**src/rtl/last_frag_queue_release_if.sv**
```systemverilog
// ============================================================================
// Module      : last_frag_queue_release_if
// Description : Push, fragment-read and release signals of the last-fragment
//               queue release block.
// Revision    : 1.0 - initial release
// ============================================================================
`default_nettype none

interface last_frag_queue_release_if;
    // Push side, from the flow map-table lookup
    logic [4:0] iv_queue_id;
    logic [3:0] iv_queue_usedw;
    logic       i_last_frag_flag;
    logic       i_queue_id_wr;

    // Fragment read handshake toward reassembly output
    logic [4:0] ov_rd_queue_id;
    logic [3:0] ov_rd_frag_idx;
    logic       o_rd_req;
    logic       i_rd_ack;

    // Release side, back to the map-table manager
    logic [4:0] ov_queue_id_free;
    logic       o_queue_id_free_wr;

    // Status pulses
    logic       o_ready_fifo_overflow_pulse;
    logic       o_timeout_pulse;

    modport slave (
        input  iv_queue_id,
        input  iv_queue_usedw,
        input  i_last_frag_flag,
        input  i_queue_id_wr,
        input  i_rd_ack,
        output ov_rd_queue_id,
        output ov_rd_frag_idx,
        output o_rd_req,
        output ov_queue_id_free,
        output o_queue_id_free_wr,
        output o_ready_fifo_overflow_pulse,
        output o_timeout_pulse
    );

    modport master (
        output iv_queue_id,
        output iv_queue_usedw,
        output i_last_frag_flag,
        output i_queue_id_wr,
        output i_rd_ack,
        input  ov_rd_queue_id,
        input  ov_rd_frag_idx,
        input  o_rd_req,
        input  ov_queue_id_free,
        input  o_queue_id_free_wr,
        input  o_ready_fifo_overflow_pulse,
        input  o_timeout_pulse
    );
endinterface

`default_nettype wire

```
**src/rtl/last_frag_queue_release.sv**
```systemverilog
// ============================================================================
// Module      : last_frag_queue_release
// Description : Collects fully cached queues, drains each one fragment by
//               fragment, then returns its queue ID as a free pulse.
//               Optional ack timeout enabled by macro LFQR_ACK_TIMEOUT_EN.
// Revision    : 1.0 - initial release
// ============================================================================
`default_nettype none

module last_frag_queue_release #(
    parameter int FIFO_DEPTH  = 32,
    parameter int ACK_TIMEOUT = 255
) (
    input  wire logic                i_clk,
    input  wire logic                i_rst_n,
    last_frag_queue_release_if.slave bus
);

    localparam int c_ptr_w   = (FIFO_DEPTH > 1) ? $clog2(FIFO_DEPTH) : 1;
    localparam int c_cnt_w   = $clog2(FIFO_DEPTH + 1);
    localparam int c_entry_w = 10;

    generate
        if (FIFO_DEPTH < 2) begin : g_bad_fifo_depth
            $error("FIFO_DEPTH must be at least 2");
        end
        if ((ACK_TIMEOUT < 1) || (ACK_TIMEOUT > 255)) begin : g_bad_ack_timeout
            $error("ACK_TIMEOUT must lie in 1..255");
        end
    endgenerate

    typedef enum logic [1:0] {
        ST_IDLE = 2'd0,
        ST_POP  = 2'd1,
        ST_REQ  = 2'd2,
        ST_FREE = 2'd3
    } state_t;

    state_t                 r_state;
    logic [c_entry_w-1:0]   r_mem [FIFO_DEPTH];
    logic [c_ptr_w-1:0]     r_wr_ptr;
    logic [c_ptr_w-1:0]     r_rd_ptr;
    logic [c_cnt_w-1:0]     r_fifo_cnt;
    logic                   r_overflow;
    logic [4:0]             r_cur_id;
    logic [4:0]             r_cur_cnt;
    logic [3:0]             r_frag_idx;
    logic                   r_rd_req;
    logic [4:0]             r_free_id;
    logic                   r_free_wr;

    logic                   w_push_req;
    logic                   w_push;
    logic                   w_pop;
    logic                   w_full;
    logic                   w_empty;
    logic [c_entry_w-1:0]   w_push_entry;
    logic [c_entry_w-1:0]   w_head;
    logic                   w_last_frag;

    function automatic logic [c_ptr_w-1:0] ptr_next(input logic [c_ptr_w-1:0] p);
        if (p == c_ptr_w'(FIFO_DEPTH - 1)) begin
            return '0;
        end
        return p + c_ptr_w'(1);
    endfunction

    // Entry holds the fragment count (usedw+1, 1..16), so it needs a 5-bit field
    assign w_push_req   = bus.i_queue_id_wr & bus.i_last_frag_flag;
    assign w_push_entry = {bus.iv_queue_id, ({1'b0, bus.iv_queue_usedw} + 5'd1)};
    assign w_full       = (r_fifo_cnt == c_cnt_w'(FIFO_DEPTH));
    assign w_empty      = (r_fifo_cnt == '0);
    assign w_pop        = (r_state == ST_POP);
    assign w_push       = w_push_req & (~w_full | w_pop);
    assign w_head       = r_mem[r_rd_ptr];
    assign w_last_frag  = ({1'b0, r_frag_idx} == (r_cur_cnt - 5'd1));

    always_ff @(posedge i_clk) begin
        if (w_push) begin
            r_mem[r_wr_ptr] <= w_push_entry;
        end
    end

    always_ff @(posedge i_clk or negedge i_rst_n) begin
        if (!i_rst_n) begin
            r_wr_ptr   <= '0;
            r_rd_ptr   <= '0;
            r_fifo_cnt <= '0;
            r_overflow <= 1'b0;
        end else begin
            if (w_push) begin
                r_wr_ptr <= ptr_next(r_wr_ptr);
            end
            if (w_pop) begin
                r_rd_ptr <= ptr_next(r_rd_ptr);
            end
            case ({w_push, w_pop})
                2'b10:   r_fifo_cnt <= r_fifo_cnt + c_cnt_w'(1);
                2'b01:   r_fifo_cnt <= r_fifo_cnt - c_cnt_w'(1);
                default: r_fifo_cnt <= r_fifo_cnt;
            endcase
            // A same-cycle pop makes room, so only a genuinely blocked push is dropped
            r_overflow <= w_push_req & w_full & ~w_pop;
        end
    end

`ifdef LFQR_ACK_TIMEOUT_EN
    localparam logic [7:0] c_ack_limit = 8'(ACK_TIMEOUT - 1);

    logic [7:0] r_ack_cnt;
    logic       r_timeout;
    logic       w_ack_expired;

    assign w_ack_expired = (r_ack_cnt == c_ack_limit);
`endif

    always_ff @(posedge i_clk or negedge i_rst_n) begin
        if (!i_rst_n) begin
            r_state    <= ST_IDLE;
            r_cur_id   <= '0;
            r_cur_cnt  <= '0;
            r_frag_idx <= '0;
            r_rd_req   <= 1'b0;
            r_free_id  <= '0;
            r_free_wr  <= 1'b0;
`ifdef LFQR_ACK_TIMEOUT_EN
            r_ack_cnt  <= '0;
            r_timeout  <= 1'b0;
`endif
        end else begin
            r_free_wr <= 1'b0;
`ifdef LFQR_ACK_TIMEOUT_EN
            r_timeout <= 1'b0;
`endif
            case (r_state)
                ST_IDLE: begin
                    if (!w_empty) begin
                        r_state <= ST_POP;
                    end
                end
                ST_POP: begin
                    {r_cur_id, r_cur_cnt} <= w_head;
                    r_frag_idx            <= '0;
                    r_rd_req              <= 1'b1;
`ifdef LFQR_ACK_TIMEOUT_EN
                    r_ack_cnt             <= '0;
`endif
                    r_state               <= ST_REQ;
                end
                ST_REQ: begin
                    if (bus.i_rd_ack) begin
`ifdef LFQR_ACK_TIMEOUT_EN
                        r_ack_cnt <= '0;
`endif
                        if (w_last_frag) begin
                            r_rd_req  <= 1'b0;
                            r_free_wr <= 1'b1;
                            r_free_id <= r_cur_id;
                            r_state   <= ST_FREE;
                        end else begin
                            r_frag_idx <= r_frag_idx + 4'd1;
                        end
                    end
`ifdef LFQR_ACK_TIMEOUT_EN
                    // Abandon the drain but still release the queue
                    else if (w_ack_expired) begin
                        r_rd_req  <= 1'b0;
                        r_timeout <= 1'b1;
                        r_free_wr <= 1'b1;
                        r_free_id <= r_cur_id;
                        r_state   <= ST_FREE;
                    end else begin
                        r_ack_cnt <= r_ack_cnt + 8'd1;
                    end
`endif
                end
                ST_FREE: begin
                    r_state <= ST_IDLE;
                end
                default: begin
                    r_state <= ST_IDLE;
                end
            endcase
        end
    end

    assign bus.ov_rd_queue_id              = r_cur_id;
    assign bus.ov_rd_frag_idx              = r_frag_idx;
    assign bus.o_rd_req                    = r_rd_req;
    assign bus.ov_queue_id_free            = r_free_id;
    assign bus.o_queue_id_free_wr          = r_free_wr;
    assign bus.o_ready_fifo_overflow_pulse = r_overflow;
`ifdef LFQR_ACK_TIMEOUT_EN
    assign bus.o_timeout_pulse             = r_timeout;
`else
    assign bus.o_timeout_pulse             = 1'b0;
`endif

endmodule

`default_nettype wire

```
**src/flat_wrapper.sv**
```systemverilog
// flat-port wrapper written by rule: the top's interface ports become plain ports
module last_frag_queue_release_flat 
#(
    parameter int FIFO_DEPTH  = 32,
    parameter int ACK_TIMEOUT = 255
)
  (i_clk, i_rst_n, bus_iv_queue_id, bus_iv_queue_usedw, bus_i_last_frag_flag, bus_i_queue_id_wr, bus_i_rd_ack, bus_ov_rd_queue_id, bus_ov_rd_frag_idx, bus_o_rd_req, bus_ov_queue_id_free, bus_o_queue_id_free_wr, bus_o_ready_fifo_overflow_pulse, bus_o_timeout_pulse);
  last_frag_queue_release_if bus_i ();
  input  wire logic i_clk;
  input  wire logic i_rst_n;
  input wire logic [$bits(bus_i.iv_queue_id)-1:0] bus_iv_queue_id;
  input wire logic [$bits(bus_i.iv_queue_usedw)-1:0] bus_iv_queue_usedw;
  input wire logic [$bits(bus_i.i_last_frag_flag)-1:0] bus_i_last_frag_flag;
  input wire logic [$bits(bus_i.i_queue_id_wr)-1:0] bus_i_queue_id_wr;
  input wire logic [$bits(bus_i.i_rd_ack)-1:0] bus_i_rd_ack;
  output wire logic [$bits(bus_i.ov_rd_queue_id)-1:0] bus_ov_rd_queue_id;
  output wire logic [$bits(bus_i.ov_rd_frag_idx)-1:0] bus_ov_rd_frag_idx;
  output wire logic [$bits(bus_i.o_rd_req)-1:0] bus_o_rd_req;
  output wire logic [$bits(bus_i.ov_queue_id_free)-1:0] bus_ov_queue_id_free;
  output wire logic [$bits(bus_i.o_queue_id_free_wr)-1:0] bus_o_queue_id_free_wr;
  output wire logic [$bits(bus_i.o_ready_fifo_overflow_pulse)-1:0] bus_o_ready_fifo_overflow_pulse;
  output wire logic [$bits(bus_i.o_timeout_pulse)-1:0] bus_o_timeout_pulse;
  assign bus_i.iv_queue_id = bus_iv_queue_id;
  assign bus_i.iv_queue_usedw = bus_iv_queue_usedw;
  assign bus_i.i_last_frag_flag = bus_i_last_frag_flag;
  assign bus_i.i_queue_id_wr = bus_i_queue_id_wr;
  assign bus_i.i_rd_ack = bus_i_rd_ack;
  assign bus_ov_rd_queue_id = bus_i.ov_rd_queue_id;
  assign bus_ov_rd_frag_idx = bus_i.ov_rd_frag_idx;
  assign bus_o_rd_req = bus_i.o_rd_req;
  assign bus_ov_queue_id_free = bus_i.ov_queue_id_free;
  assign bus_o_queue_id_free_wr = bus_i.o_queue_id_free_wr;
  assign bus_o_ready_fifo_overflow_pulse = bus_i.o_ready_fifo_overflow_pulse;
  assign bus_o_timeout_pulse = bus_i.o_timeout_pulse;
  last_frag_queue_release #(.FIFO_DEPTH(FIFO_DEPTH), .ACK_TIMEOUT(ACK_TIMEOUT)) u_core (.i_clk(i_clk), .i_rst_n(i_rst_n), .bus(bus_i));
endmodule
```
**config.mk**
```make
export PLATFORM = sky130hd
export DESIGN_NAME = last_frag_queue_release_flat
export DESIGN_NICKNAME = d
export VERILOG_FILES = /design/src/rtl/last_frag_queue_release_if.sv /design/src/rtl/last_frag_queue_release.sv /design/src/flat_wrapper.sv
export SDC_FILE = /design/constraint.sdc
export NUM_CORES = 1
export LEC_CHECK = 0
export CAP_MARGIN = 20
export CELL_PAD_IN_SITES_DETAIL_PLACEMENT = 1
export CELL_PAD_IN_SITES_GLOBAL_PLACEMENT = 2
export CORE_UTILIZATION = 50
export CTS_BUF_LIST = sky130_fd_sc_hd__clkbuf_4
export DETAILED_ROUTE_END_ITERATION = 10
export GPL_ROUTABILITY_DRIVEN = 0
export GPL_TIMING_DRIVEN = 0
export HOLD_SLACK_MARGIN = 0.06
export PLACE_DENSITY = 0.91
export SKIP_CTS_REPAIR_TIMING = 1
export SKIP_LAST_GASP = 1
export SLEW_MARGIN = 20
export SYNTH_ARGS = -nofsm -noshare
export SYNTH_HDL_FRONTEND = slang
export SYNTH_SLANG_ARGS = --single-unit
```
**constraint.sdc**
```tcl
create_clock -name i_clk -period 2.6 [get_ports i_clk]
set_input_delay 0.78 -clock i_clk [delete_from_list [all_inputs] [get_ports i_clk]]
set_output_delay 0.78 -clock i_clk [all_outputs]
set_load 0.02 [all_outputs]
```
## After elaboration in Yosys (flattened, before gate mapping)

Memories as Yosys holds them, arrays and structs flattened. A register that Yosys moved wholly into a read port is not among the register bits.
Index checks and enable logic that the tools add are counted.

- Output and inout port bits: 18
- Memories kept: 1
- Word-level logic and storage cells: 70
- Memory bits (writable): 320
- Bits of input ports: 14
- Register bits: 30

Memory list:

| memory | depth | width | rd ports | clocked after Yosys merged registers in | wr ports | line | RTL |
|---|---|---|---|---|---|---|---|
| u_core.r_mem | 32 | 10 | 1 | 1 | 1 | last_frag_queue_release.sv:40 | `logic [c_entry_w-1:0] r_mem [FIFO_DEPTH];` |

- Reductions and logical operators: 9
- Add/subtract/negate cells: 7
- Equality and inequality tests: 13
- Mux-type cells: 24
- Bitwise operators: 7

Operator list:

| cell | count |
|---|---|
| $mux W5 | 4 |
| $pmux W6 S2 | 1 |
| $reduce_and A3 Y1 | 4 |
| $mux W1 | 11 |
| $add A5 B1 Y5 const B | 2 |
| $eq A5 B5 Y1 const B | 2 |
| $mux W4 | 2 |
| $pmux W2 S4 | 1 |
| $pmux W4 S2 | 1 |
| $add A6 B1 Y6 const B | 1 |
| $eq A2 B2 Y1 const B | 3 |
| $eq A6 B6 Y1 const B | 1 |
| $logic_not A6 Y1 | 1 |
| $mux W2 | 3 |
| $ne A2 B2 Y1 const B | 3 |
| $sub A6 B1 Y6 const B | 1 |
| $add A4 B1 Y5 const B | 1 |
| $eq A4 B5 Y1 | 1 |
| $sub A5 B1 Y5 const B | 1 |
| $add A4 B1 Y4 const B | 1 |
| $and A1 B1 Y1 | 4 |
| $eq A2 B1 Y1 const B | 2 |
| $reduce_bool A2 Y1 | 2 |
| $logic_not A2 Y1 | 1 |
| other kinds (5) | 6 |

## Logic depth before layout (Yosys ltp)

Gate-level depths: netlist of the first run.

- Depth in word-level cells: 6
- Gate-level depth with buffers: 11
- Gate-level depth less buffers: 10

## Worst setup path after synthesis of the first run

OpenSTA, ideal clock, no wires.

- Path type: input to register
- Start point: in bus_i_queue_id_wr
- End point: reg u_core.r_fifo_cnt[5]
- Library setup time: 0.126 ns
- Cell stages on the path: 9
- Required time: 2.474 ns
- Data arrival time: 2.241 ns
- Setup slack: 0.233 ns
- Buffers on the path: 0
- Path through: nand2_1 nand2_1 inv_1 ha_1 a211oi_1 o21bai_1 a21oi_1 mux2i_1 mux2i_1

- Word-level cells in the longest chain between the ends: 4
- Elaborated cells between the ends (all ways): 6

Ends and longest elaborated chain:

| item | line | RTL |
|---|---|---|
| start: declaration | flat_wrapper.sv:14 | `input wire logic [$bits(bus_i.i_queue_id_wr)-1:0] bus_i_queue_id_wr;` |
| $and A1 B1 Y1 * | last_frag_queue_release.sv:69 | `assign w_push_req = bus.i_queue_id_wr & bus.i_last_frag_flag;` |
| $and A1 B1 Y1 * | last_frag_queue_release.sv:74 | `assign w_push = w_push_req & (~w_full \| w_pop);` |
| $eq A2 B1 Y1 / $eq A2 B2 Y1 (equally long branches) | last_frag_queue_release.sv:97 | `case ({w_push, w_pop})` |
| $pmux W6 S2 / $reduce_bool A2 Y1 (equally long branches) | -- |  |
| end signal: assignment | last_frag_queue_release.sv:98 | `2'b10: r_fifo_cnt <= r_fifo_cnt + c_cnt_w'(1);` |
| end signal: assignment | last_frag_queue_release.sv:99 | `2'b01: r_fifo_cnt <= r_fifo_cnt - c_cnt_w'(1);` |
| end signal: assignment | last_frag_queue_release.sv:100 | `default: r_fifo_cnt <= r_fifo_cnt;` |
| end: declaration | last_frag_queue_release.sv:43 | `logic [c_cnt_w-1:0] r_fifo_cnt;` |

Every way passes the cells marked *; elsewhere a longest branch is shown, timed or not.
A chain may end at the register's enable or synchronous reset.

## Worst setup path after layout of the first run

- Start point: reg u_core.r_state[1]
- End point: mem u_core.r_mem[11][9] (enable)

- Word-level cells in the longest chain between the ends: 5

Ends and longest elaborated chain:

| item | line | RTL |
|---|---|---|
| start: declaration | last_frag_queue_release.sv:39 | `state_t r_state;` |
| start signal: assignment | last_frag_queue_release.sv:119 | `r_state <= ST_IDLE;` |
| start signal: assignment | last_frag_queue_release.sv:138 | `r_state <= ST_POP;` |
| start signal: assignment | last_frag_queue_release.sv:148 | `r_state <= ST_REQ;` |
| $eq A2 B1 Y1 | last_frag_queue_release.sv:73 | `assign w_pop = (r_state == ST_POP);` |
| $or A1 B1 Y1 | last_frag_queue_release.sv:74 |  |
| $and A1 B1 Y1 | last_frag_queue_release.sv:74 |  |
| $mux W1 | last_frag_queue_release.sv:79 | `if (w_push) begin` |
| $mux W1 (not written as such) | last_frag_queue_release.sv:80 | `r_mem[r_wr_ptr] <= w_push_entry;` |
| end: declaration | last_frag_queue_release.sv:40 |  |

No other way between the ends.

==> results.sh, run 1 <==
export IMPL_status="complete, but fails checks"
export IMPL_failed_checks="setup timing"
export IMPL_grt_max_degree=33
export IMPL_tightestPinTransition_ps=1120
export IMPL_numPortBuffers=29
export IMPL_period_needed_ps=2660
export IMPL_maxCapViolCount=0
export IMPL_slew_headroom_pct=25.4
export IMPL_hp_class="input pin to asynchronous set/reset pin"
export IMPL_worstSkewPairLatency_ps=750
export IMPL_critPathKind="register to register"
export IMPL_crit_path_end_kind="register"
export IMPL_yosysMostFrequentCell="edfxtp_1"
export IMPL_crit_chain="inv_1 > ha_1 > clkbuf_4 > clkinvlp_4 > a41oi_4 > buf_4 > nand2_4 > nor2_4"
export IMPL_yosys_top_cells_count="edfxtp_1 (320), mux4_2 (60), nor2_1 (55)"
export IMPL_die_area_sq_um=30000
export IMPL_drtAntennaViolNets=0
export IMPL_root_buffer="clkbuf_4"
export IMPL_power_density_nw_per_um2=996
export IMPL_die_width_microns=173
export IMPL_slowest_stage="nor2_4"
export IMPL_arrival_ps=3020
export IMPL_setup_viol=41
export IMPL_antenna_found_initial=2
export IMPL_drive_above_1_share_pct=32.8
export IMPL_core_sq_um=28800
export IMPL_avgSynthCellArea_sq_um=18.6
export IMPL_crit_family="buffers and inverters"
export IMPL_ioPinCount=32
export IMPL_ir_drop_mv=0.392
export IMPL_setup_slack_ps=-55.8
export IMPL_dp_cells=1203
export IMPL_avgRoutedWirePerCell_microns=29.6
export IMPL_final_cell_count_no_fill=1407
export IMPL_cp_slowest_stage_delay_ps=440
export IMPL_grt_pass1_wl_microns=53700
export IMPL_viasPerCell=6.19
export IMPL_nNetsFinal=982
export IMPL_syn_cell_area_sq_um=14700
export IMPL_placed_area_sq_um=15500
export IMPL_drt_first_pass_iters=5
export IMPL_ys_seq_elements=360
export IMPL_cp_start_kind="register"
export IMPL_start_util_pct=51.0
export IMPL_crit_fanout=10
export IMPL_synth_top_area_cell="edfxtp_1"
export IMPL_drc=0
export IMPL_grt_pass1_vias=8763
export IMPL_synthDistinctLibCells=58
export IMPL_async_flop_share_pct=11.1
export IMPL_cts_tree="done"
export IMPL_synth_cells=787
export IMPL_critical_path_required_ps=2960
export IMPL_grt_overflow=0
export IMPL_dp_hpwl_microns=23400
export IMPL_syn_nets=819
export IMPL_synth_top_area_share_pct=65.5
export IMPL_rsz0062_at_grt="yes"
export IMPL_htreeDepth=3
export IMPL_synth_edf_count=320
export IMPL_drt_total_wl_microns=41700
export IMPL_cts_clk_slew_worst_paths_ps=80
export IMPL_post_route_period_util_pct=102
export IMPL_clock_skew_ps=69.9
export IMPL_die_h_microns=173
export IMPL_fp_row_count=62
export IMPL_path_buf_inv=4
export IMPL_cts_buffers_inserted=90
export IMPL_clk_path_buf_depth=3
export IMPL_track_usage_pct=24.5
export IMPL_finalHoldViolCount=0
export IMPL_fin_area_sq_um=17500
export IMPL_dr_total_vias=8716
export IMPL_synth_area_leaders="edfxtp_1 (66%), mux4_2 (9.2%), dfrtp_1 (6.8%), mux4_1 (2.7%), mux2i_1 (2.0%)"
export IMPL_fmaxAchievable_mhz=377
export IMPL_seq_area_frac_synth_pct=72.3
export IMPL_synth_warnings=0
export IMPL_leakage_nw=6.09
export IMPL_drv_slew=0
export IMPL_syn2layout_area_growth_pct=19.3
export IMPL_drt_iter0_markers=1022
export IMPL_clock_sinks=360
export IMPL_synth_flop_cell="edfxtp_1"
## power breakdown
part           internal (W)  leakage [nW]  switching (W)
Clock               0.00232         0.661        0.00251
Combinational       0.00236          2.05        0.00318
Sequential          0.00669          3.38       0.000360
Total                0.0114          6.09        0.00605
## cells in the final DEF (no fill, tap or decap), types with 16 or more instances in the layout
master	count
buf_4	23
mux2i_1	28
nor2_1	23
clkdlybuf4s50_1	19
ha_1	16
clkinv_1	24
buf_12	22
nand3_1	18
nor2_4	32
nand2_1	27
edfxtp_1	320
clkbuf_4	133
dfrtp_1	39
mux4_2	60
## flip-flops by register name (all words and copies together), names as in the netlist
signal                                  flops
u_core.bus.ov_rd_queue_id                   5
u_core.r_mem                              320
u_core.bus.o_rd_req                         1
u_core.r_cur_cnt                            5
u_core.r_rd_ptr                             5
u_core.bus.o_queue_id_free_wr               1
u_core.r_state                              2
u_core.bus.ov_queue_id_free                 5
u_core.bus.ov_rd_frag_idx                   4
u_core.r_fifo_cnt                           6
u_core.bus.o_ready_fifo_overflow_pulse      1
u_core.r_wr_ptr                             5
## logic make-up after synthesis
family / Yosys count / share of synthesized area, %
mux: 112 / 14.5
fa+ha+maj: 18 / 1.59
xor+xnor: 11 / 0.657
simple gates: 155 / 5.13
flops: 360 / 72.3
compound gates: 79 / 3.86
buf+inv: 51 / 1.93
other cells: 1 / 0.0256
## layer usage
layer,GRT usage (%),wire [microns]
met1,31.6,15600
met2,39.9,21100
met3,6.58,3420
met4,9.51,1560
met5,0,0
## final cells by class
class                   count  area (sq um)
fillers                  2518         11300
multi-input cells         376          4110
plain buffers              36           238
repair buffers             72           866
well taps                 384           480
flip-flops and latches    360         10600
clock inverters            33           153
diodes                      2          5.00
clock buffers             130           976
inverters                  14          56.3
## worst reg2reg max path: cells and delay by family (launching register included)
kind,cells,cell delay [ps]
buffers and inverters,4,750
flip-flops,1,400
adder cells (fa/ha/maj),1,160
AO/OA/AOI/OAI,1,390
AND/OR/NAND/NOR,2,640
## per-stage QoR
step	setup TNS (ps)	worst slack, ps	hold slack [ps]	power [W]	util (%)
finish	-671	-55.8	44.2	0.0174	60.8
CTS	-271920	-1020	27.1	0.0168	57.8
detailed placement	-319870	-1100	496	0.0122	53.9
floorplan	0	233	478	0.0106	-
global placement	-417440	-1450	487	0.0120	53.7
global route	-18260	-150	62.0	0.0181	60.8
## final timing paths
kind | depth (start not counted) | to | slack [ps] | from
worst max-delay path | 8 | u_core.r_mem[11][9] | -60 | u_core.r_state[1]
worst min-delay path | 1 | u_core.bus.ov_rd_queue_id[2] | 40 | i_rst_n
worst max register to register | 8 | u_core.r_mem[11][9] | -60 | u_core.r_state[1]
worst min register to register | 1 | u_core.bus.ov_queue_id_free[0] | 510 | u_core.bus.ov_queue_id_free[0]
max in group asynchronous | 2 | u_core.bus.ov_rd_frag_idx[1] | 2000 | i_rst_n
min in group i_clk | 1 | u_core.bus.ov_queue_id_free[0] | 510 | u_core.bus.ov_queue_id_free[0]
(Power assumes the default switching activity.)
==> run 2: changes to the inputs <==
- SETUP_SLACK_MARGIN: not set -> 0.1
==> run 2 against run 1 <==
The run now ends clean. Worst hold slack improved by 7.6 ps. Cell area increased by 1.2%. First-iteration DRC count increased by 2.3%. Clock skew decreased by 16 ps. Power increased by 0.54%. Utilization increased by 0.73 points. Setup slack improved by 83 ps. Largest power group unchanged. Fmax increased by 3.2%. Combinational power increased by 2%. Clock power about the same.
==> results.sh, run 2 (synthesized netlist as in run 1, its figures left out) <==
export IMPL_ir_drop_mv=0.427
export IMPL_power_density_nw_per_um2=989
export IMPL_grt_pass1_wl_microns=53700
export IMPL_layout_commonest_cell="edfxtp_1"
export IMPL_drt_total_wl_microns=43000
export IMPL_fmaxAchievable_mhz=389
export IMPL_die_h_microns=173
export IMPL_largest_register_ffs=320
export IMPL_arrival_ps=3150
export IMPL_clock_sinks=360
export IMPL_grt_pass1_vias=8763
export IMPL_numPortBuffers=29
export IMPL_largest_register="u_core.r_mem"
export IMPL_rsz0062_at_grt="yes"
export IMPL_multi_input_area_sq_um=4150
export IMPL_die_width_microns=173
export IMPL_hp_class="input pin to asynchronous set/reset pin"
export IMPL_dr_total_vias=8734
export IMPL_cp_slowest_stage_delay_ps=570
export IMPL_dp_cells=1203
export IMPL_cp_start_kind="register"
export IMPL_nNetsFinal=991
export IMPL_status="finished clean"
export IMPL_crit_chain="buf_6 > mux4_1 > nor2b_1 > a211oi_1 > a2111oi_0 > a211o_1"
export IMPL_fill_cells=2519
export IMPL_dp_hpwl_microns=23400
export IMPL_drive_above_1_share_pct=34.1
export IMPL_drt_first_pass_iters=5
export IMPL_finalHoldViolCount=0
export IMPL_htreeDepth=3
export IMPL_ioPinCount=32
export IMPL_drtAntennaViolNets=0
export IMPL_internal_power_w=0.0114
export IMPL_fp_row_count=62
export IMPL_period_needed_ps=2570
export IMPL_maxCapViolCount=0
export IMPL_final_cell_mix="edfxtp_1 (320), clkbuf_4 (133), mux4_2 (60)"
export IMPL_core_sq_um=28800
export IMPL_cts_clk_slew_worst_paths_ps=80
export IMPL_syn2layout_area_growth_pct=20.7
export IMPL_r2r_start="u_core.r_rd_ptr[0]"
export IMPL_avgRoutedWirePerCell_microns=30.4
export IMPL_seqPwrFrac_pct=40.2
export IMPL_switching_share_pct=34.9
export IMPL_start_util_pct=51.0
export IMPL_clk_path_buf_depth=3
export IMPL_tightestPinTransition_ps=1090
export IMPL_critPathLaunch="u_core.r_rd_ptr[0]"
export IMPL_slowest_stage="mux4_1"
export IMPL_critPathKind="register to register"
export IMPL_worstSkewPairLatency_ps=740
export IMPL_seqCellArea_sq_um=10600
export IMPL_clkPwrFrac_pct=27.7
export IMPL_final_cell_count_no_fill=1415
export IMPL_post_route_period_util_pct=99.0
export IMPL_drv_slew=0
export IMPL_viasPerCell=6.17
export IMPL_top_regs="u_core.r_mem: 320 flops, u_core.r_fifo_cnt: 6 flops"
export IMPL_critical_path_required_ps=3180
export IMPL_slew_headroom_pct=26.9
export IMPL_root_buffer="clkbuf_4"
export IMPL_drt_iter0_markers=1045
export IMPL_grt_max_degree=33
export IMPL_drc=0
export IMPL_fin_tns_setup_ps=0
export IMPL_crit_path_end_kind="register"
export IMPL_setup_viol=0
export IMPL_antenna_found_initial=2
export IMPL_p_switching_w=0.00611
export IMPL_leakage_nw=6.30
export IMPL_cts_buffers_inserted=90
export IMPL_clock_skew_ps=53.8
export IMPL_cts_tree="done"
export IMPL_pwr_share_comb_pct=32.1
export IMPL_track_usage_pct=24.5
export IMPL_die_area_sq_um=30000
export IMPL_crit_fanout=10
export IMPL_grt_overflow=0
[run 2: per-layer routing]
layer	global-route usage [%]	wire length [microns]	vias to the layer above
met1	31.6	16400	4487
met3	6.58	3320	119
li1	-	-	3588
met4	9.51	1510	0
met5	0	0	-
met2	39.9	21700	540
[run 2: power by group through the flow]
stage | Sequential [W] | Combinational (W) | Clock, W
after floorplan | 0.00714 | 0.00341 | 0
after global placement | 0.00711 | 0.00487 | 0
after detailed placement | 0.00714 | 0.00507 | 0
after CTS | 0.00701 | 0.00509 | 0.00474
after global routing | 0.00708 | 0.00591 | 0.00518
final | 0.00704 | 0.00563 | 0.00484
[run 2: through the flow]
step | total power, W | area (sq um) | hold WS, ps | setup WS, ps | utilization [%]
3_5_place_dp | 0.0122 | 15500 | 496 | -1100 | 53.9
5_1_grt | 0.0182 | 17700 | 63.7 | -21.9 | 61.5
2_1_floorplan | 0.0106 | 14700 | 478 | 233 | -
3_3_place_gp | 0.0120 | 15400 | 487 | -1450 | 53.7
4_1_cts | 0.0168 | 16600 | 27.1 | -1020 | 57.8
6_report | 0.0175 | 17700 | 51.7 | 26.7 | 61.5
[run 2: area by class of cell]
| class | count | share of cell area, % |
|---|---|---|
| Antenna cell | 1 | 0.0141 |
| Buffer | 36 | 1.41 |
| Clock buffer | 130 | 5.51 |
| Clock inverter | 33 | 0.862 |
| Inverter | 14 | 0.318 |
| Multi-Input combinational cell | 376 | 23.4 |
| Sequential cell | 360 | 59.9 |
| Tap cell | 384 | 2.71 |
| Timing Repair Buffer | 81 | 5.82 |
[run 2: critical path: cells and delay by family, from the launching register on]
| kind | cells | cell delay [ps] |
|---|---|---|
| flops | 1 | 480 |
| simple gates | 1 | 170 |
| compound gates | 3 | 950 |
| mux | 1 | 570 |
| buf+inv | 1 | 230 |
[run 2: path summary, 6_finish.rpt]
check | to | slack [ps] | depth (start not counted)
max in group asynchronous | u_core.r_wr_ptr[1] | 2000 | 2
worst max register to register | u_core.bus.ov_rd_queue_id[3] | 30 | 6
worst min-delay path | u_core.r_rd_ptr[3] | 50 | 1
min in group i_clk | u_core.bus.ov_queue_id_free[0] | 530 | 1
worst max-delay path | u_core.bus.ov_rd_queue_id[3] | 30 | 6
worst min register to register | u_core.bus.ov_queue_id_free[0] | 530 | 1
